**config.mk**
```make
export PLATFORM = sky130hd
export DESIGN_NAME = ws2812_frame_streamer
export DESIGN_NICKNAME = d
export VERILOG_FILES = /design/src/rtl/ledsuit_pkg.sv /design/src/rtl/ws2812_bit_encoder.sv /design/src/rtl/ws2812_frame_streamer.sv
export SDC_FILE = /design/constraint.sdc
export NUM_CORES = 1
export LEC_CHECK = 0
export ABC_AREA = 0
export CAP_MARGIN = 20
export CELL_PAD_IN_SITES_DETAIL_PLACEMENT = 1
export CELL_PAD_IN_SITES_GLOBAL_PLACEMENT = 1
export CORE_ASPECT_RATIO = 0.9
export CORE_MARGIN = 2
export CORE_UTILIZATION = 45
export CTS_CLUSTER_DIAMETER = 200
export DETAILED_ROUTE_END_ITERATION = 8
export MAX_ROUTING_LAYER = met4
export PLACE_DENSITY = 0.9
export SYNTH_ARGS = -nofsm -noshare
export SYNTH_HDL_FRONTEND = slang
export SYNTH_SLANG_ARGS = --single-unit
export TNS_END_PERCENT = 10
```
**constraint.sdc**
```tcl
create_clock -name clk -period 2.6 [get_ports clk]
set_input_delay 0.39 -clock clk [delete_from_list [all_inputs] [get_ports clk]]
set_output_delay 0.39 -clock clk [all_outputs]
set_load 0.005 [all_outputs]
```
**src/rtl/ledsuit_pkg.sv**
```systemverilog
`default_nettype none
// +----------------------------------------------------------------------------+
// | Module      : ledsuit_pkg                                                  |
// | Description : WS2812 timing defaults, streamer state encoding, gamma curve |
// | Revision    : 1.0                                                          |
// +----------------------------------------------------------------------------+
package ledsuit_pkg;

  localparam int C_T_BIT   = 70;
  localparam int C_T0H     = 20;
  localparam int C_T1H     = 50;
  localparam int C_T_LATCH = 50000;

  typedef enum logic [1:0] {
    ST_IDLE     = 2'd0,
    ST_PREFETCH = 2'd1,
    ST_SHIFT    = 2'd2,
    ST_LATCH    = 2'd3
  } strm_state_t;

  // Gamma-2.2 curve approximated as 255*(0.75*t^2 + 0.25*t^3), t = x/255.
  function automatic logic [7:0] gamma22(input logic [7:0] x);
    logic [25:0] w_x;
    logic [25:0] w_num;
    w_x   = {18'd0, x};
    w_num = w_x * w_x * (26'd765 + w_x);
    return 8'(w_num / 26'd260100);
  endfunction

endpackage
`default_nettype wire

```
**src/rtl/ws2812_bit_encoder.sv**
```systemverilog
`default_nettype none
// +----------------------------------------------------------------------------+
// | Module      : ws2812_bit_encoder                                           |
// | Description : One WS2812 NRZ bit per handshake, back-to-back, registered do|
// | Revision    : 1.0                                                          |
// +----------------------------------------------------------------------------+
module ws2812_bit_encoder #(
  parameter int T_BIT = 70,
  parameter int T0H   = 20,
  parameter int T1H   = 50
) (
  input  logic clk,
  input  logic rst,
  input  logic i_bit_valid,
  input  logic i_bit_in,
  output logic o_bit_ready,
  output logic o_do
);

  localparam int CW = (T_BIT > 1) ? $clog2(T_BIT) : 1;

  logic          r_active;
  logic [CW-1:0] r_cnt;
  logic          r_bit;
  logic          r_do;
  logic          w_last;
  logic          w_take;
  logic          w_fall;

  // Ready on the final slot of a bit so the next bit starts with no gap.
  assign w_last      = r_active && (r_cnt == CW'(T_BIT - 1));
  assign o_bit_ready = !r_active || w_last;
  assign w_take      = i_bit_valid && o_bit_ready;
  assign w_fall      = (r_cnt == (r_bit ? CW'(T1H - 1) : CW'(T0H - 1)));
  assign o_do        = r_do;

  always_ff @(posedge clk) begin
    if (rst) begin
      r_active <= 1'b0;
      r_cnt    <= '0;
      r_bit    <= 1'b0;
      r_do     <= 1'b0;
    end else if (w_take) begin
      r_active <= 1'b1;
      r_cnt    <= '0;
      r_bit    <= i_bit_in;
      r_do     <= 1'b1;
    end else if (w_last) begin
      r_active <= 1'b0;
      r_cnt    <= '0;
      r_do     <= 1'b0;
    end else if (r_active) begin
      r_cnt <= r_cnt + CW'(1);
      if (w_fall) r_do <= 1'b0;
    end
  end

endmodule
`default_nettype wire

```
**src/rtl/ws2812_frame_streamer.sv**
```systemverilog
`default_nettype none
// +----------------------------------------------------------------------------+
// | Module      : ws2812_frame_streamer                                        |
// | Description : Streams G,R,B pixels from BRAM port A as WS2812 frames with  |
// |               a latch gap; WS2812_GAMMA_EN adds a gamma stage on capture.  |
// | Revision    : 1.0                                                          |
// +----------------------------------------------------------------------------+
module ws2812_frame_streamer
  import ledsuit_pkg::*;
#(
  parameter int NUM_LEDS  = 160,
  parameter int ADDR_W    = 13,
  parameter int BASE_ADDR = 0,
  parameter int T_BIT     = C_T_BIT,
  parameter int T0H       = C_T0H,
  parameter int T1H       = C_T1H,
  parameter int T_LATCH   = C_T_LATCH
) (
  input  logic              clk,
  input  logic              rst,
  input  logic              run,
  output logic              mem_en,
  output logic [ADDR_W-1:0] mem_addr,
  input  logic [7:0]        mem_dout,
  output logic              led_strip_do,
  output logic              busy,
  output logic              frame_done
);

  localparam int PW = $clog2(NUM_LEDS + 1);
  localparam int LW = (T_LATCH > 1) ? $clog2(T_LATCH) : 1;

  strm_state_t       r_state;
  strm_state_t       w_state_nxt;
  logic [1:0]        r_iss_left;
  logic [ADDR_W-1:0] r_addr;
  logic              r_rd_vld;
  logic [1:0]        r_rd_lane;
  logic [23:0]       r_shadow;
  logic [23:0]       r_shift;
  logic [4:0]        r_bit;
  logic [PW-1:0]     r_pix;
  logic              r_all_sent;
  logic [LW-1:0]     r_lcnt;

  logic              w_issue;
  logic [1:0]        w_iss_lane;
  logic              w_cap_vld;
  logic [1:0]        w_cap_lane;
  logic [7:0]        w_cap_byte;
  logic              w_enc_valid;
  logic              w_enc_ready;
  logic              w_take;
  logic              w_pf_done;
  logic              w_shift_done;
  logic              w_latch_end;
  logic              w_frame_start;
  logic              w_fetch_next;

  assign w_issue      = (r_iss_left != 2'd0);
  assign w_iss_lane   = 2'd3 - r_iss_left;
  assign mem_en       = w_issue;
  assign mem_addr     = r_addr;

  assign w_enc_valid  = (r_state == ST_SHIFT) && !r_all_sent;
  assign w_take       = w_enc_valid && w_enc_ready;
  assign w_pf_done    = (r_state == ST_PREFETCH) && w_cap_vld && (w_cap_lane == 2'd2);
  assign w_shift_done = (r_state == ST_SHIFT) && r_all_sent && w_enc_ready;
  assign w_latch_end  = (r_state == ST_LATCH) && (r_lcnt == LW'(T_LATCH - 1));
  // Next pixel is fetched while bit 0 of the current one is on the wire.
  assign w_fetch_next = w_take && (r_bit == 5'd0) && (r_pix != PW'(NUM_LEDS - 1));

`ifdef WS2812_GAMMA_EN
  logic       r_g_vld;
  logic [1:0] r_g_lane;
  logic [7:0] r_g_byte;

  always_ff @(posedge clk) begin
    if (rst) begin
      r_g_vld  <= 1'b0;
      r_g_lane <= 2'd0;
      r_g_byte <= 8'd0;
    end else begin
      r_g_vld  <= r_rd_vld;
      r_g_lane <= r_rd_lane;
      r_g_byte <= gamma22(mem_dout);
    end
  end

  assign w_cap_vld  = r_g_vld;
  assign w_cap_lane = r_g_lane;
  assign w_cap_byte = r_g_byte;
`else
  assign w_cap_vld  = r_rd_vld;
  assign w_cap_lane = r_rd_lane;
  assign w_cap_byte = mem_dout;
`endif

  always_ff @(posedge clk) begin
    if (rst) r_state <= ST_IDLE;
    else     r_state <= w_state_nxt;
  end

  always_comb begin
    w_state_nxt   = r_state;
    busy          = (r_state != ST_IDLE);
    frame_done    = w_latch_end;
    case (r_state)
      ST_IDLE:     if (run)          w_state_nxt = ST_PREFETCH;
      ST_PREFETCH: if (w_pf_done)    w_state_nxt = ST_SHIFT;
      ST_SHIFT:    if (w_shift_done) w_state_nxt = ST_LATCH;
      ST_LATCH:    if (w_latch_end)  w_state_nxt = run ? ST_PREFETCH : ST_IDLE;
      default:                       w_state_nxt = ST_IDLE;
    endcase
    w_frame_start = (w_state_nxt == ST_PREFETCH) && (r_state != ST_PREFETCH);
  end

  always_ff @(posedge clk) begin
    if (rst) begin
      r_iss_left <= 2'd0;
      r_addr     <= ADDR_W'(BASE_ADDR);
      r_rd_vld   <= 1'b0;
      r_rd_lane  <= 2'd0;
      r_shadow   <= '0;
      r_shift    <= '0;
      r_bit      <= 5'd0;
      r_pix      <= '0;
      r_all_sent <= 1'b0;
      r_lcnt     <= '0;
    end else begin
      r_rd_vld  <= w_issue;
      r_rd_lane <= w_iss_lane;

      // The address stays on the pixel's last byte between bursts.
      if (w_frame_start) begin
        r_iss_left <= 2'd3;
        r_addr     <= ADDR_W'(BASE_ADDR);
      end else if (w_fetch_next) begin
        r_iss_left <= 2'd3;
        r_addr     <= r_addr + ADDR_W'(1);
      end else if (w_issue) begin
        r_iss_left <= r_iss_left - 2'd1;
        if (r_iss_left != 2'd1) r_addr <= r_addr + ADDR_W'(1);
      end

      if (w_cap_vld) begin
        case (w_cap_lane)
          2'd0:    r_shadow[23:16] <= w_cap_byte;
          2'd1:    r_shadow[15:8]  <= w_cap_byte;
          default: r_shadow[7:0]   <= w_cap_byte;
        endcase
      end

      if (w_pf_done) begin
        r_shift    <= {r_shadow[23:8], w_cap_byte};
        r_bit      <= 5'd0;
        r_pix      <= '0;
        r_all_sent <= 1'b0;
      end else if (w_take) begin
        if (r_bit == 5'd23) begin
          r_bit   <= 5'd0;
          r_shift <= r_shadow;
          if (r_pix == PW'(NUM_LEDS - 1)) r_all_sent <= 1'b1;
          else                            r_pix      <= r_pix + PW'(1);
        end else begin
          r_bit   <= r_bit + 5'd1;
          r_shift <= {r_shift[22:0], 1'b0};
        end
      end

      if (r_state != ST_LATCH)  r_lcnt <= '0;
      else if (!w_latch_end)    r_lcnt <= r_lcnt + LW'(1);
    end
  end

  ws2812_bit_encoder #(
    .T_BIT (T_BIT),
    .T0H   (T0H),
    .T1H   (T1H)
  ) u_enc (
    .clk         (clk),
    .rst         (rst),
    .i_bit_valid (w_enc_valid),
    .i_bit_in    (r_shift[23]),
    .o_bit_ready (w_enc_ready),
    .o_do        (led_strip_do)
  );

endmodule
`default_nettype wire
```
==> impl_metrics.env, run 1 <==
export IMPL_r2r_start="r_lcnt[4]"
export IMPL_gp_congestion=0.847
export IMPL_fmax_mhz=387
export IMPL_crit_chain="or4b_4, nor4_4, nand4_1, buf_4, buf_4, buf_4, buf_4, buf_4, buf_4, buf_4, buf_4, a21boi_2, nor2_1"
export IMPL_drv_slew=0
export IMPL_rrSetupSlack_ps=20
export IMPL_diodes=0
export IMPL_grt_total_usage=0.257
export IMPL_finalSetupViolations=0
export IMPL_grt_max_degree=33
export IMPL_dieArea_sq_um=11800
export IMPL_cp_slowest_cell="or4b_4"
export IMPL_synth_area_leader_cell="dfxtp_1"
export IMPL_finalCritPeriodShare=0.993
export IMPL_required_ps=2850
export IMPL_synth_area_leaders="dfxtp_1 (44%), nor2_1 (6.2%), mux2i_1 (5.3%)"
export IMPL_setup_tns_ps=0
export IMPL_powerDensity_nw_per_um2=613
export IMPL_coreArea_sq_um=10800
export IMPL_worst_hold_path_type="in2reg"
export IMPL_final_seq_area_sq_um=2160
export IMPL_ant_nets=0
export IMPL_hold_depth=2
export IMPL_ir_worst_vdd_mv=0.592
export IMPL_synth_main_ff_cell="dfxtp_1"
export IMPL_synth_most_common_cell="dfxtp_1"
export IMPL_worstSkewPairLatency_ps=370
export IMPL_min_from="rst"
export IMPL_cp_end_kind="flip-flop"
export IMPL_grt_overflow_total=0
export IMPL_grt_pass1_vias=4706
export IMPL_cts_buffer_depth=2
export IMPL_fin_worst_skew_ps=8.66
export IMPL_post_dp_hpwl_mm=9.36
export IMPL_rsz0062_at_grt="yes"
export IMPL_synth_top_area_share=0.438
export IMPL_crit_buf_inv=8
export IMPL_synthArstFlopShare=0
export IMPL_pin_count=28
export IMPL_drive_above_1_share=0.122
export IMPL_fp_dieH_microns=103
export IMPL_multi_input_area_sq_um=2600
export IMPL_rows=36
export IMPL_wl_per_cell_microns=18.8
export IMPL_cts_hold_buf=0
export IMPL_status="completed"
export IMPL_crit_path_start_kind="flip-flop"
export IMPL_worstReg2RegEnd="r_state[1]"
export IMPL_ys_warn_count=0
export IMPL_clockRootBuffer="clkbuf_16"
export IMPL_crit_path_frequent_cell="buf_4"
export IMPL_synth_cell_types=54
export IMPL_synth_seq_cells=108
export IMPL_hold_path_end="r_rd_vld"
export IMPL_drc_errors=0
export IMPL_power_total_mw=3.56
export IMPL_cp_num_cells=13
export IMPL_synth_area_per_cell_sq_um=8.65
export IMPL_antenna_found_initial=0
export IMPL_synth_edf_count=0
export IMPL_ys_seq_area_frac=0.438
export IMPL_drt_iter0_markers=255
export IMPL_firstDrtPassIters=5
export IMPL_synth_commonest_cells="dfxtp_1 (108), nor2_1 (81), nand2_1 (47)"
export IMPL_tightest_slew_ps=832
export IMPL_min_period_ps=2580
export IMPL_grt_first_pass_wirelength_mm=23.4
export IMPL_wirelength_mm=14.0
export IMPL_slew_headroom=0.445
export IMPL_path_class="reg2reg"
export IMPL_synthCells=571
export IMPL_critical_path_top_delay_family="simple AND/OR/NAND/NOR gates"
export IMPL_vias=4434
export IMPL_port_buffer_count=27
export IMPL_cp_max_fo=2
export IMPL_leakage_nw=1.92
export IMPL_cts_tree="yes"
export IMPL_synth_nets=591
export IMPL_htreeDepth=3
export IMPL_fillers=1270
export IMPL_numCtsBuffers=9
export IMPL_clk_transition_reported_paths_ps=70
export IMPL_critical_path_arrival_ps=2830
export IMPL_flow_area_growth_from_synthesis_pct=17.5
export IMPL_hold_violations=0
export IMPL_max_stage_delay_ps=550
export IMPL_nNetsFinal=628
export IMPL_max_cap_viol_count=0
export IMPL_start_util=0.459
export IMPL_fp_dieW_microns=114
export IMPL_vias_per_cell=5.94
export IMPL_rr_worst_depth=13
export IMPL_cts_sinks=108
export IMPL_synth_cell_area_sq_um=4940
kinds of logic (layout without fill, tap and decap cells):
family,count (synthesis),in the layout,synth area share
AND/OR/NAND/NOR,248,248,0.252
flip-flops,108,108,0.438
adder cells (fa/ha/maj),9,9,0.0228
AO/OA/AOI/OAI,101,101,0.139
buffers and inverters,49,91,0.0415
XOR/XNOR,28,28,0.0496
multiplexers,28,28,0.0572
state kept, by name, indices dropped and copies added, names as in the netlist:
signal,flops
r_shadow,24
r_shift,24
u_enc.r_cnt,7
r_lcnt,16
r_pix,8
u_enc.o_do,1
r_state,2
r_bit,5
u_enc.r_active,1
r_iss_left,2
r_rd_vld,1
r_all_sent,1
u_enc.r_bit,1
r_rd_lane,2
mem_addr,13
cell type report:
type	instances	share of cell area
inverters	12	0.00776
well taps	133	0.0287
flip-flops and latches	108	0.373
multi-input cells	414	0.448
clock inverters	6	0.00948
repair buffers	63	0.0923
clock buffers	10	0.0412
worst max path at each step:
| stage | from | to | slack, ps |
|---|---|---|---|
| finish | r_lcnt[4] | r_state[1] | 20 |
| CTS | r_lcnt[7] | r_state[1] | 9 |
| floorplan | r_lcnt[4] | r_lcnt[12] | 450 |
| detailed placement | r_lcnt[7] | frame_done | 70 |
| global placement | r_lcnt[4] | frame_done | 80 |
| global route | r_lcnt[4] | r_state[1] | -80 |
cell usage in the layout, fill, tap and decap left out, types with 3 or more instances in the layout:
cell type | netlist | routed
dfxtp_1 | 108 | 107
a211oi_1 | 9 | 9
nor2_1 | 81 | 81
o31ai_1 | 7 | 7
a311oi_1 | 17 | 17
mux2i_1 | 26 | 26
clkdlybuf4s50_1 | 0 | 25
a21oi_1 | 37 | 37
or4_1 | 6 | 6
nor3_1 | 9 | 9
nand2_1 | 47 | 46
inv_1 | 12 | 12
nand3_1 | 44 | 44
or2_2 | 3 | 3
xnor2_1 | 20 | 20
nand2b_1 | 12 | 12
o22ai_1 | 8 | 8
nor4_1 | 7 | 7
ha_1 | 9 | 9
xor2_1 | 8 | 8
buf_4 | 0 | 36
clkbuf_16 | 0 | 9
a2111oi_0 | 4 | 4
nand4_1 | 9 | 9
o21ai_0 | 7 | 7
or3_1 | 6 | 6
metrics by stage:
stage               cell area [sq um]  hold WS (ps)  instances   util  worst slack (ps)
CTS                              5790           370        745  0.538              9.22
global placement                 5420           404        721  0.503              80.2
global route                     5800           373        746  0.539             -78.0
finish                           5800           385        746  0.539              17.7
floorplan                        4940           393        571      -               452
detailed placement               5420           411        721  0.503              66.9
metal layers:
metal | up-vias | track usage | share of wire
li1 | 2111 | - | -
met1 | 2217 | 0.289 | 0.42
met2 | 84 | 0.456 | 0.53
met3 | 22 | 0.0612 | 0.036
met4 | 0 | 0.0826 | 0.014
met5 | - | - | 0
report_power, final:
group	total (mW)	internal (mW)	switching, mW
combinational	0.406	0.169	0.237
sequential	1.78	1.72	0.0599
clock	1.37	0.695	0.673
total	3.56	2.59	0.970
repair_timing:
action                                 CTS  global route
setup endpoints to repair                1            10
endpoints found under the hold margin    0             0
pin swaps                                4             3
resized for setup                        4             5
setup buffers                            8             1
No activity file was read; power rests on OpenSTA's default activity.
==> inputs of run 2 (changes only) <==
--- a/config.mk
+++ b/config.mk
@@ -9,7 +9,7 @@
 export CAP_MARGIN = 20
 export CELL_PAD_IN_SITES_DETAIL_PLACEMENT = 1
 export CELL_PAD_IN_SITES_GLOBAL_PLACEMENT = 1
-export CORE_ASPECT_RATIO = 0.9
+export CORE_ASPECT_RATIO = 1.4
 export CORE_MARGIN = 2
 export CORE_UTILIZATION = 45
 export CTS_CLUSTER_DIAMETER = 200
==> impl_metrics.env, run 2 (synthesis results as in run 1) <==
export IMPL_worst_hold_path_type="in2reg"
export IMPL_crit_chain="or4b_4, nor4_4, nand4_1, nor2_1, dlygate4sd2_1"
export IMPL_fmax_mhz=402
export IMPL_crit_buf_inv=1
export IMPL_gp_congestion=0.854
export IMPL_flow_area_growth_from_synthesis_pct=17.9
export IMPL_reg_largest_list="r_shadow: 24 flops, r_shift: 24 flops, r_lcnt: 16 flops"
export IMPL_critical_path_top_delay_family="simple AND/OR/NAND/NOR gates"
export IMPL_slew_headroom=0.460
export IMPL_grt_max_degree=43
export IMPL_finalCritPeriodShare=0.956
export IMPL_fp_dieH_microns=128
export IMPL_drc_errors=0
export IMPL_max_cap_viol_count=0
export IMPL_hold_path_end="r_shadow[9]"
export IMPL_firstDrtPassIters=4
export IMPL_hold_depth=2
export IMPL_rsz0062_at_grt="no"
export IMPL_numCtsBuffers=9
export IMPL_clk_transition_reported_paths_ps=70
export IMPL_finalSetupViolations=0
export IMPL_vias=4381
export IMPL_tightest_slew_ps=809
export IMPL_antenna_found_initial=0
export IMPL_clockRootBuffer="clkbuf_16"
export IMPL_cts_sinks=108
export IMPL_ant_nets=0
export IMPL_cts_buffer_depth=2
export IMPL_start_util=0.459
export IMPL_port_buffer_count=27
export IMPL_leakage_nw=1.93
export IMPL_rrSetupSlack_ps=130
export IMPL_drive_above_1_share=0.118
export IMPL_grt_total_usage=0.250
export IMPL_cp_max_fo=3
export IMPL_layout_commonest_cell="dfxtp_1"
export IMPL_dieArea_sq_um=11800
export IMPL_min_from="rst"
export IMPL_status="completed"
export IMPL_vias_per_cell=5.83
export IMPL_final_cell_mix="dfxtp_1 (106), nor2_1 (81), nand2_1 (47)"
export IMPL_fp_dieW_microns=92.6
export IMPL_final_area_sq_um=5820
export IMPL_drt_iter0_markers=202
export IMPL_cts_hold_buf=0
export IMPL_required_ps=2210
export IMPL_drv_slew=0
export IMPL_fin_worst_skew_ps=10.7
export IMPL_rows=45
export IMPL_place_area_sq_um=5450
export IMPL_worstSkewPairLatency_ps=360
export IMPL_nNetsFinal=625
export IMPL_wirelength_mm=13.8
export IMPL_grt_pass1_vias=4737
export IMPL_htreeDepth=3
export IMPL_post_dp_hpwl_mm=9.23
export IMPL_wl_per_cell_microns=18.4
export IMPL_worstReg2RegEnd="r_state[1]"
export IMPL_rr_worst_depth=12
export IMPL_diodes=0
export IMPL_r2r_start="r_lcnt[11]"
export IMPL_hold_violations=0
export IMPL_path_class="reg2out"
export IMPL_critical_path_arrival_ps=2100
export IMPL_crit_path_start_kind="flip-flop"
export IMPL_startpoint="r_lcnt[11]"
export IMPL_whs_ps=426
export IMPL_coreArea_sq_um=10800
export IMPL_ir_worst_vdd_mv=0.327
export IMPL_grt_overflow_total=0
export IMPL_cp_slowest_cell="or4b_4"
export IMPL_max_stage_delay_ps=530
export IMPL_min_period_ps=2490
export IMPL_cp_end_kind="primary output"
export IMPL_grt_first_pass_wirelength_mm=23.1
export IMPL_pin_count=28
export IMPL_cts_tree="yes"
export IMPL_powerDensity_nw_per_um2=605
## run 2: cell count changes in the layout (fill, tap and decap cells not counted), sizes merged
cell           previous run  this run
buf                      37        34
clkinvlp                  2         0
dlygate4sd2               0         1
clkinv                    1         3
clkdlybuf4s15             1         0
## run 2: worst max-delay path by stage
| stage | to | depth (start not counted) |
|---|---|---|
| CTS | r_state[1] | 13 |
| global route | r_state[1] | 12 |
| detailed placement | frame_done | 5 |
| floorplan | r_lcnt[12] | 5 |
| global placement | frame_done | 5 |
| finish | frame_done | 5 |
## run 2: layout make-up
class	count	area [sq um]
sequential	108	2160
clock inverter	6	56.3
inverter	12	45.0
tap	141	176
multi-input combinational	414	2600
timing repair buffer	60	548
fill	1244	4930
clock buffer	10	229
## run 2: worst register-to-register path: stages (launching register included)
cell	delay (ps)
dfxtp_2	340
or4b_4	540
nor4_4	290
nand4_1	170
buf_4	170
buf_4	120
buf_4	120
buf_4	120
buf_6	110
buf_6	100
buf_6	100
a21boi_2	120
nor2_1	60
## run 2: what timing repair did
item / 4_1_cts / 5_1_grt
setup endpoints to repair: 13 / 1
pin swaps: 3 / 4
resized for setup: 5 / 7
setup buffers: 7 / 1
## run 2: routing by layer
| metal | up-vias | wire, microns | track usage |
|---|---|---|---|
| li1 | 2102 | - | - |
| met2 | 63 | 7630 | 0.456 |
| met5 | - | 0 | - |
| met1 | 2193 | 5630 | 0.268 |
| met3 | 23 | 323 | 0.0347 |
| met4 | 0 | 246 | 0.108 |
## run 2: through the flow
| stage | total power [mW] | util | instances | setup WS [ps] | TNS, ps |
|---|---|---|---|---|---|
| final | 3.52 | 0.541 | 751 | 114 | 0 |
| after global routing | 3.67 | 0.541 | 751 | 3.47 | 0 |
| after CTS | 3.54 | 0.539 | 751 | -12.3 | -12.3 |
| after detailed placement | 2.23 | 0.506 | 728 | 74.5 | 0 |
| after global placement | 2.20 | 0.506 | 728 | 134 | 0 |
| after floorplan | 2.07 | - | 571 | 452 | 0 |
## run 2: where the power goes
group / leakage (nW) / internal, mW / switching, mW
registers: 0.875 / 1.72 / 0.0511
logic: 0.910 / 0.178 / 0.240
clock network: 0.141 / 0.670 / 0.664
